--- src/rtl/ili9341_frame_sched.sv ---
// Frame scheduler: walks the screen in raster order, pulls each pixel from a source
// over req/valid and hands it to the ILI9341 pixel driver with a hold-until-busy strobe.
module ili9341_frame_sched #(
    parameter int          H_RES       = 320,
    parameter int          V_RES       = 240,
    parameter int          SRC_TIMEOUT = 64,
    parameter logic [15:0] FILL_COLOR  = 16'h0000
) (
    input  logic        clk_16MHz,
    input  logic        reset,
    input  logic        start,
    input  logic        continuous,
    input  logic        stop,
    input  logic        clr_underrun,
    output logic        active,
    output logic        frame_done,
    output logic [15:0] frame_count,
    output logic        underrun,
    output logic        src_req,
    output logic [8:0]  src_x,
    output logic [7:0]  src_y,
    input  logic        src_valid,
    input  logic [15:0] src_data,
    output logic        reset_cursor,
    output logic [15:0] pix_data,
    output logic        pix_clk,
    input  logic        busy
);

    typedef enum logic [2:0] {
        IDLE,
        WAIT_RDY,
        CURSOR,
        CURSOR_WAIT,
        FETCH,
        SEND,
        SEND_WAIT,
        FRAME_END
    } state_t;

    localparam logic [8:0] X_LAST = 9'(H_RES - 1);
    localparam logic [7:0] Y_LAST = 8'(V_RES - 1);
    localparam int         TW     = (SRC_TIMEOUT > 1) ? $clog2(SRC_TIMEOUT) : 1;
    localparam logic [TW-1:0] T_LAST = TW'(SRC_TIMEOUT - 1);

    state_t        state;
    state_t        state_nxt;
    logic          stop_pending;
    logic [TW-1:0] tcnt;
    logic          timeout;
    logic          last_pixel;

    logic active_nxt;
    logic src_req_nxt;
    logic reset_cursor_nxt;
    logic pix_clk_nxt;
    logic frame_done_nxt;

    // A zero SRC_TIMEOUT disables substitution entirely.
    assign timeout    = (SRC_TIMEOUT != 0) && (state == FETCH) && !src_valid && (tcnt == T_LAST);
    assign last_pixel = (src_x == X_LAST) && (src_y == Y_LAST);

    always_ff @(posedge clk_16MHz) begin
        if (reset) begin
            state <= IDLE;
        end else begin
            state <= state_nxt;
        end
    end

    always_comb begin
        state_nxt = state;
        case (state)
            IDLE:        if (start) state_nxt = WAIT_RDY;
            WAIT_RDY:    if (!busy) state_nxt = CURSOR;
            CURSOR:      if (reset_cursor && busy) state_nxt = CURSOR_WAIT;
            CURSOR_WAIT: if (!busy) state_nxt = FETCH;
            FETCH:       if (src_valid || timeout) state_nxt = SEND;
            SEND:        if (pix_clk && busy) state_nxt = SEND_WAIT;
            SEND_WAIT: begin
                if (!busy) state_nxt = last_pixel ? FRAME_END : FETCH;
            end
            FRAME_END: begin
                // A stop arriving in this very cycle still ends the run.
                if (!(stop_pending || stop) && continuous) state_nxt = CURSOR;
                else                                       state_nxt = IDLE;
            end
            default:     state_nxt = IDLE;
        endcase
    end

    // Strobes only rise while the driver is idle and then hold until it reports busy.
    always_comb begin
        active_nxt       = (state_nxt != IDLE);
        src_req_nxt      = (state_nxt == FETCH);
        reset_cursor_nxt = (state_nxt == CURSOR) && (reset_cursor || !busy);
        pix_clk_nxt      = (state_nxt == SEND) && (pix_clk || !busy);
        frame_done_nxt   = (state_nxt == FRAME_END);
    end

    always_ff @(posedge clk_16MHz) begin
        if (reset) begin
            active       <= 1'b0;
            src_req      <= 1'b0;
            reset_cursor <= 1'b0;
            pix_clk      <= 1'b0;
            frame_done   <= 1'b0;
            frame_count  <= 16'd0;
            underrun     <= 1'b0;
            pix_data     <= 16'd0;
            src_x        <= 9'd0;
            src_y        <= 8'd0;
            stop_pending <= 1'b0;
            tcnt         <= '0;
        end else begin
            active       <= active_nxt;
            src_req      <= src_req_nxt;
            reset_cursor <= reset_cursor_nxt;
            pix_clk      <= pix_clk_nxt;
            frame_done   <= frame_done_nxt;

            if (frame_done_nxt) frame_count <= frame_count + 16'd1;

            if (state == IDLE) begin
                if (start) stop_pending <= stop;
            end else if (stop) begin
                stop_pending <= 1'b1;
            end

            if (state == IDLE && start) begin
                src_x <= 9'd0;
                src_y <= 8'd0;
            end else if (state == SEND_WAIT && !busy) begin
                if (src_x != X_LAST) begin
                    src_x <= src_x + 9'd1;
                end else begin
                    src_x <= 9'd0;
                    if (src_y != Y_LAST) src_y <= src_y + 8'd1;
                end
            end else if (state == FRAME_END) begin
                src_y <= 8'd0;
            end

            if (state == FETCH && !src_valid && !timeout) tcnt <= tcnt + 1'b1;
            else                                          tcnt <= '0;

            if (state == FETCH) begin
                if (src_valid)    pix_data <= src_data;
                else if (timeout) pix_data <= FILL_COLOR;
            end

            if (timeout)           underrun <= 1'b1;
            else if (clr_underrun) underrun <= 1'b0;
        end
    end

endmodule

--- config.mk ---
export PLATFORM = sky130hd
export DESIGN_NAME = ili9341_frame_sched
export DESIGN_NICKNAME = d
export VERILOG_FILES = /design/src/rtl/ili9341_frame_sched.sv
export SDC_FILE = /design/constraint.sdc
export NUM_CORES = 1
export LEC_CHECK = 0
export ABC_AREA = 1
export BUFFER_PORTS_ARGS = -buffer_cell sky130_fd_sc_hd__buf_2
export CAP_MARGIN = 10
export CELL_PAD_IN_SITES_DETAIL_PLACEMENT = 1
export CELL_PAD_IN_SITES_GLOBAL_PLACEMENT = 2
export CORE_MARGIN = 1.5
export CORE_UTILIZATION = 31
export CTS_CLUSTER_SIZE = 40
export DETAILED_ROUTE_END_ITERATION = 8
export PLACE_DENSITY = 0.95
export RECOVER_POWER = 50
export SLEW_MARGIN = 10
export SYNTH_ARGS = -nofsm -noshare
export SYNTH_HDL_FRONTEND = slang
export SYNTH_SLANG_ARGS = --single-unit
--- constraint.sdc ---
create_clock -name clk_16MHz -period 4.1 [get_ports clk_16MHz]
set_input_delay 0.205 -clock clk_16MHz [delete_from_list [all_inputs] [get_ports clk_16MHz]]
set_output_delay 0.205 -clock clk_16MHz [all_outputs]
set_load 0.1 [all_outputs]
[Word-level counts from Yosys, hierarchy flattened]
Index checks and enable logic that the tools add are counted.
Operators by class
  reduce and logical (&&, ||, !) cells: 30
  muxes and demuxes: 22
  equal/unequal tests: 19
  $add $sub $neg: 4
  bitwise logic cells: 1
Operators with widths (number)
  2-to-1 mux 16 bit: 2
  2-to-1 mux 8 bit: 4
  case mux 3 bit (8 select lines): 1
  equality test 3 bit (second input constant): 7
  2-to-1 mux 3 bit: 7
  adder 16 x 1 -> 16 bit (second input constant): 1
  logical AND 1 bit: 11
  adder 9 x 1 -> 9 bit (second input constant): 1
  equality test 3 x 2 -> 1 bit (second input constant): 3
  equality test 9 bit (second input constant): 1
  2-to-1 mux 9 bit: 1
  inequality test 9 bit (second input constant): 1
  adder 8 x 1 -> 8 bit (second input constant): 1
  equality test 8 bit (second input constant): 1
  inequality test 8 bit (second input constant): 1
  nonzero test 2 bit: 4
  adder 6 x 1 -> 6 bit (second input constant): 1
  equality test 6 bit (second input constant): 1
  2-to-1 mux 1 bit: 5
  zero test 1 bit: 4
  logical OR 1 bit: 4
  2-to-1 mux 2 bit: 2
  inequality test 2 bit (second input constant): 2
  AND reduction 2 bit: 2
  other kinds (7): 8
Word-level totals
  output and inout bits: 55
  logic and storage cells: 89
  register bits: 65
  input port bits: 24

[Longest topological paths before layout]
  word-level depth: 8
  mapped depth: 11
  mapped depth without buffers: 11

[Least setup slack after synthesis]
Ideal clock, no wire load.
  path type: register to register
  start point: register src_y[1]
  end point: register frame_count[12]
  setup time: 116 ps
  period minus slack after synthesis: 2418 ps
  data required time: 3984 ps
  cell stages (with the launch flop): 10
  path slack: 1682 ps
  arrival time: 2302 ps
  buffers on the path: 0
  path through: dfxtp_1 > ha_1 > nand3_1 > inv_1 > nand2_2 > nor2_1 > nand2_1 > nor2_1 > a21oi_1 > o21a_1
Between the ends
  word-level cells in the longest chain between the ends: 6
RTL lines
  from (decl): RTL line 21  | output logic [7:0] src_y,
  from (signal assigned): RTL line 138  | if (src_y != Y_LAST) src_y <= src_y + 8'd1;
  equality test 8 bit: RTL line 61  | assign last_pixel = (src_x == X_LAST) && (src_y == Y_LAST);
  logical AND 1 bit: RTL line 61
  2-to-1 mux 2 bit: RTL line 81  | if (!busy) state_nxt = last_pixel ? FRAME_END : FETCH;
  2-to-1 mux 3 bit: RTL line 81
  case mux 3 bit (8 select lines): RTL line 73  | case (state)
  equality test 3 bit: RTL line 98  | frame_done_nxt = (state_nxt == FRAME_END);
  to (signal assigned): RTL line 122  | if (frame_done_nxt) frame_count <= frame_count + 16'd1;
  to (decl): RTL line 17  | output logic [15:0] frame_count,
Every way passes these cells.
A chain may end at the register's enable or synchronous reset.

[Worst setup path after layout]
  start point: register src_y[1]
  end point: register frame_count[5]
The elaborated chain is that of the path after synthesis.

==> qor.yml <==
gp_congestion: 0.839
cap_violations: 0
crit_fanout: 8
tightest_slew_ps: 1190
post-dp-hpwl_um: 6420
hold_viol_final: 0
dieArea_mm2: 0.0104
fin_cells: 641
cts_tree: "built"
routed_wirelength_um: 8520
grt_usage_pct: 17.1
powerDensity_mw_per_mm2: 363
slew_violations: 0
antenna_cells: 0
placed_cells: 625
grt_pass1_vias: 3012
yosysSeqAreaShare_pct: 42.8
final_antenna_net_count: 0
critical_path_class: "reg2reg"
rows: 35
synth_cells: 429
die_h_um: 102
fmax_mhz: 494
clockBufferDepth: 2
cts_buffers: 9
rsz0062_at_grt: "false"
cts_htree_levels: 3
irDropWorstVdd_v: 0.000212
skew_ps: 9.07
setup_viol: 0
clkSinkCount: 65
nNetsFinal: 535
syn_nets: 457
grt_max_degree: 27
design_area_mm2: 0.00366
start_util_pct: 32.4
clk_latency_ps: 340
dieWidth_um: 102
drc_errors: 0
relSlewSlack_pct: 20.9
yosys_register_bits: 65
postCtsSetupRepairBufs: 0
synth_top_flop_cell: "dfxtp_1"
yosysTopAreaCell: "dfxtp_1"
cp_data_required_time_ps: 4330
io_buffers: 78
synth_top_area_share_pct: 42.8
finalCritPeriodShare_pct: 49.4
ys_top_cells_by_area: "dfxtp_1 43%, nand2_1 11%, a21oi_1 7.1%"
dr.pass1.iters: 4
synth_edf_count: 0
ios: 79
core-area_mm2: 0.00937
fin_tns_setup_ps: 0
area.growth.synth_to_final_pct: 20.4
critPathLaunchType: "flop"
fill_cells: 1255
worstHoldPathType: "in2reg"
drt_iter0_drc: 59
postSynthAreaPerCell_um2: 7.08
ctsResizeCount: 0
grt-ovfl-total: 0
routedWlPerCell_um: 13.3
vias: 3033
p_leak_nw: 1.34
antenna_found_initial: 0
syn_area_mm2: 0.00304
drive_gt1_share_pct: 10.7
ys_types: 31
hold_buffers: 0
post-route-util_pct: 39.0
placed_area_mm2: 0.00352
viasPerCell: 4.73
clkTransAtPathRegs_ps: 80
power.total_mw: 1.33
end_kind: "flop"
cts-root-buf: "clkbuf_8"
crit_arrival_ps: 2250
period_minus_slack_ps: 2030
async_flop_share_pct: 0
status: "finished clean"
grt_pass1_wl_um: 14100
yosysWarnings: 0
==> worst paths after layout <==
kind | startpoint | endpoint | slack [ps] | depth (start not counted)
max | src_y[1]$_SDFFE_PP0P_ | frame_count[5]$_SDFFE_PP0N_ | 2070 | 10
min | clr_underrun | underrun$_SDFFE_PP0P_ | 120 | 4
max reg2reg | src_y[1]$_SDFFE_PP0P_ | frame_count[5]$_SDFFE_PP0N_ | 2070 | 10
min reg2reg | tcnt[0]$_SDFF_PP0_ | tcnt[0]$_SDFF_PP0_ | 450 | 1
==> metal layers <==
layer	GRT usage, %	up-vias	wire, um
met5	0	-	0
met4	6.43	0	135
met3	3.08	15	258
met2	28.2	55	3970
met1	22.4	1426	4160
li1	-	1537	-
==> layout by cell type, fill, tap and decap left out <==
| cell | instances |
|---|---|
| buf_2 | 23 |
| clkinv_4 | 2 |
| nor2_4 | 2 |
| clkbuf_1 | 55 |
| or2_2 | 1 |
| nand3_1 | 32 |
| bufinv_16 | 1 |
| o21ai_0 | 15 |
| a211oi_1 | 3 |
| nor3b_1 | 2 |
| a31oi_1 | 1 |
| xor2_1 | 6 |
| o21bai_1 | 2 |
| a21oi_1 | 43 |
| o32ai_1 | 1 |
| ha_1 | 4 |
| nand3_2 | 2 |
| clkbuf_8 | 10 |
| nor2_2 | 2 |
| clkinv_2 | 2 |
| inv_6 | 1 |
| nand3b_1 | 1 |
| dfxtp_1 | 65 |
| nand4_1 | 11 |
| nand2_1 | 92 |
| inv_1 | 54 |
| nand2_2 | 5 |
| o21a_1 | 1 |
| nor3_1 | 12 |
| a31o_2 | 1 |
| xnor2_1 | 3 |
| nor3_4 | 1 |
| nor2_1 | 54 |
| and2_2 | 1 |
| inv_2 | 1 |
==> critical path, stage by stage, from the launching register on <==
cell and delay [ps]:
dfxtp_1 400, ha_1 240, nand3_1 160, inv_1 120
nand2_2 90, nor2_1 150, nand2_1 200, inv_1 210
nand2_1 90, o21ai_0 180, a21oi_1 60
==> power breakdown <==
group	total, mW	leakage (nW)	switching (mW)	internal [mW]
combinational	0.115	0.705	0.0867	0.0279
sequential	0.646	0.524	0.00750	0.639
clock	0.566	0.107	0.267	0.300
total	1.33	1.34	0.361	0.966
==> final cells by class <==
class                      count  area [um^2]  area share, %
tap                          129          161           4.41
timing repair buffer          78          322           8.79
clock inverter                 6         66.3           1.81
clock buffer                  10          138           3.76
multi-input combinational    298         1460           40.0
sequential                    65         1300           35.6
inverter                      55          206           5.64
==> registers in the layout, indices dropped and copies added, names as in the netlist, 3 cells and up <==
name,cells
frame_count,16
tcnt,6
src_x,9
state,3
pix_data,16
src_y,8
==> metrics by stage <==
step                hold slack (ps)  setup WS (ps)
floorplan                       368           1680
global placement                429           2090
detailed placement              442           1990
CTS                             105           2090
global route                    103           1820
finish                          115           2070
==> kinds of logic after synthesis <==
family          count (synthesis)  share of synthesized area (%)
buf+inv                        66                           8.98
compound gates                 67                           11.8
flops                          65                           42.8
fa+ha+maj                       4                           1.65
xor+xnor                        9                           2.59
simple gates                  218                           32.1
==> synthesized netlist by cell type (2+ instances only) <==
master,n
nor3b_1,2
nand4_1,11
dfxtp_1,65
a211oi_1,3
ha_1,4
nand3_2,2
nor2_4,2
o21bai_1,2
nand2_2,5
buf_6,3
nor2_2,2
a21oi_1,43
xor2_1,6
clkbuf_1,6
xnor2_1,3
buf_2,2
nor3_1,12
o21ai_0,15
nor2_1,54
nand3_1,32
inv_1,53
inv_2,2
nand2_1,92
Power figures use the tool's default switching activity.
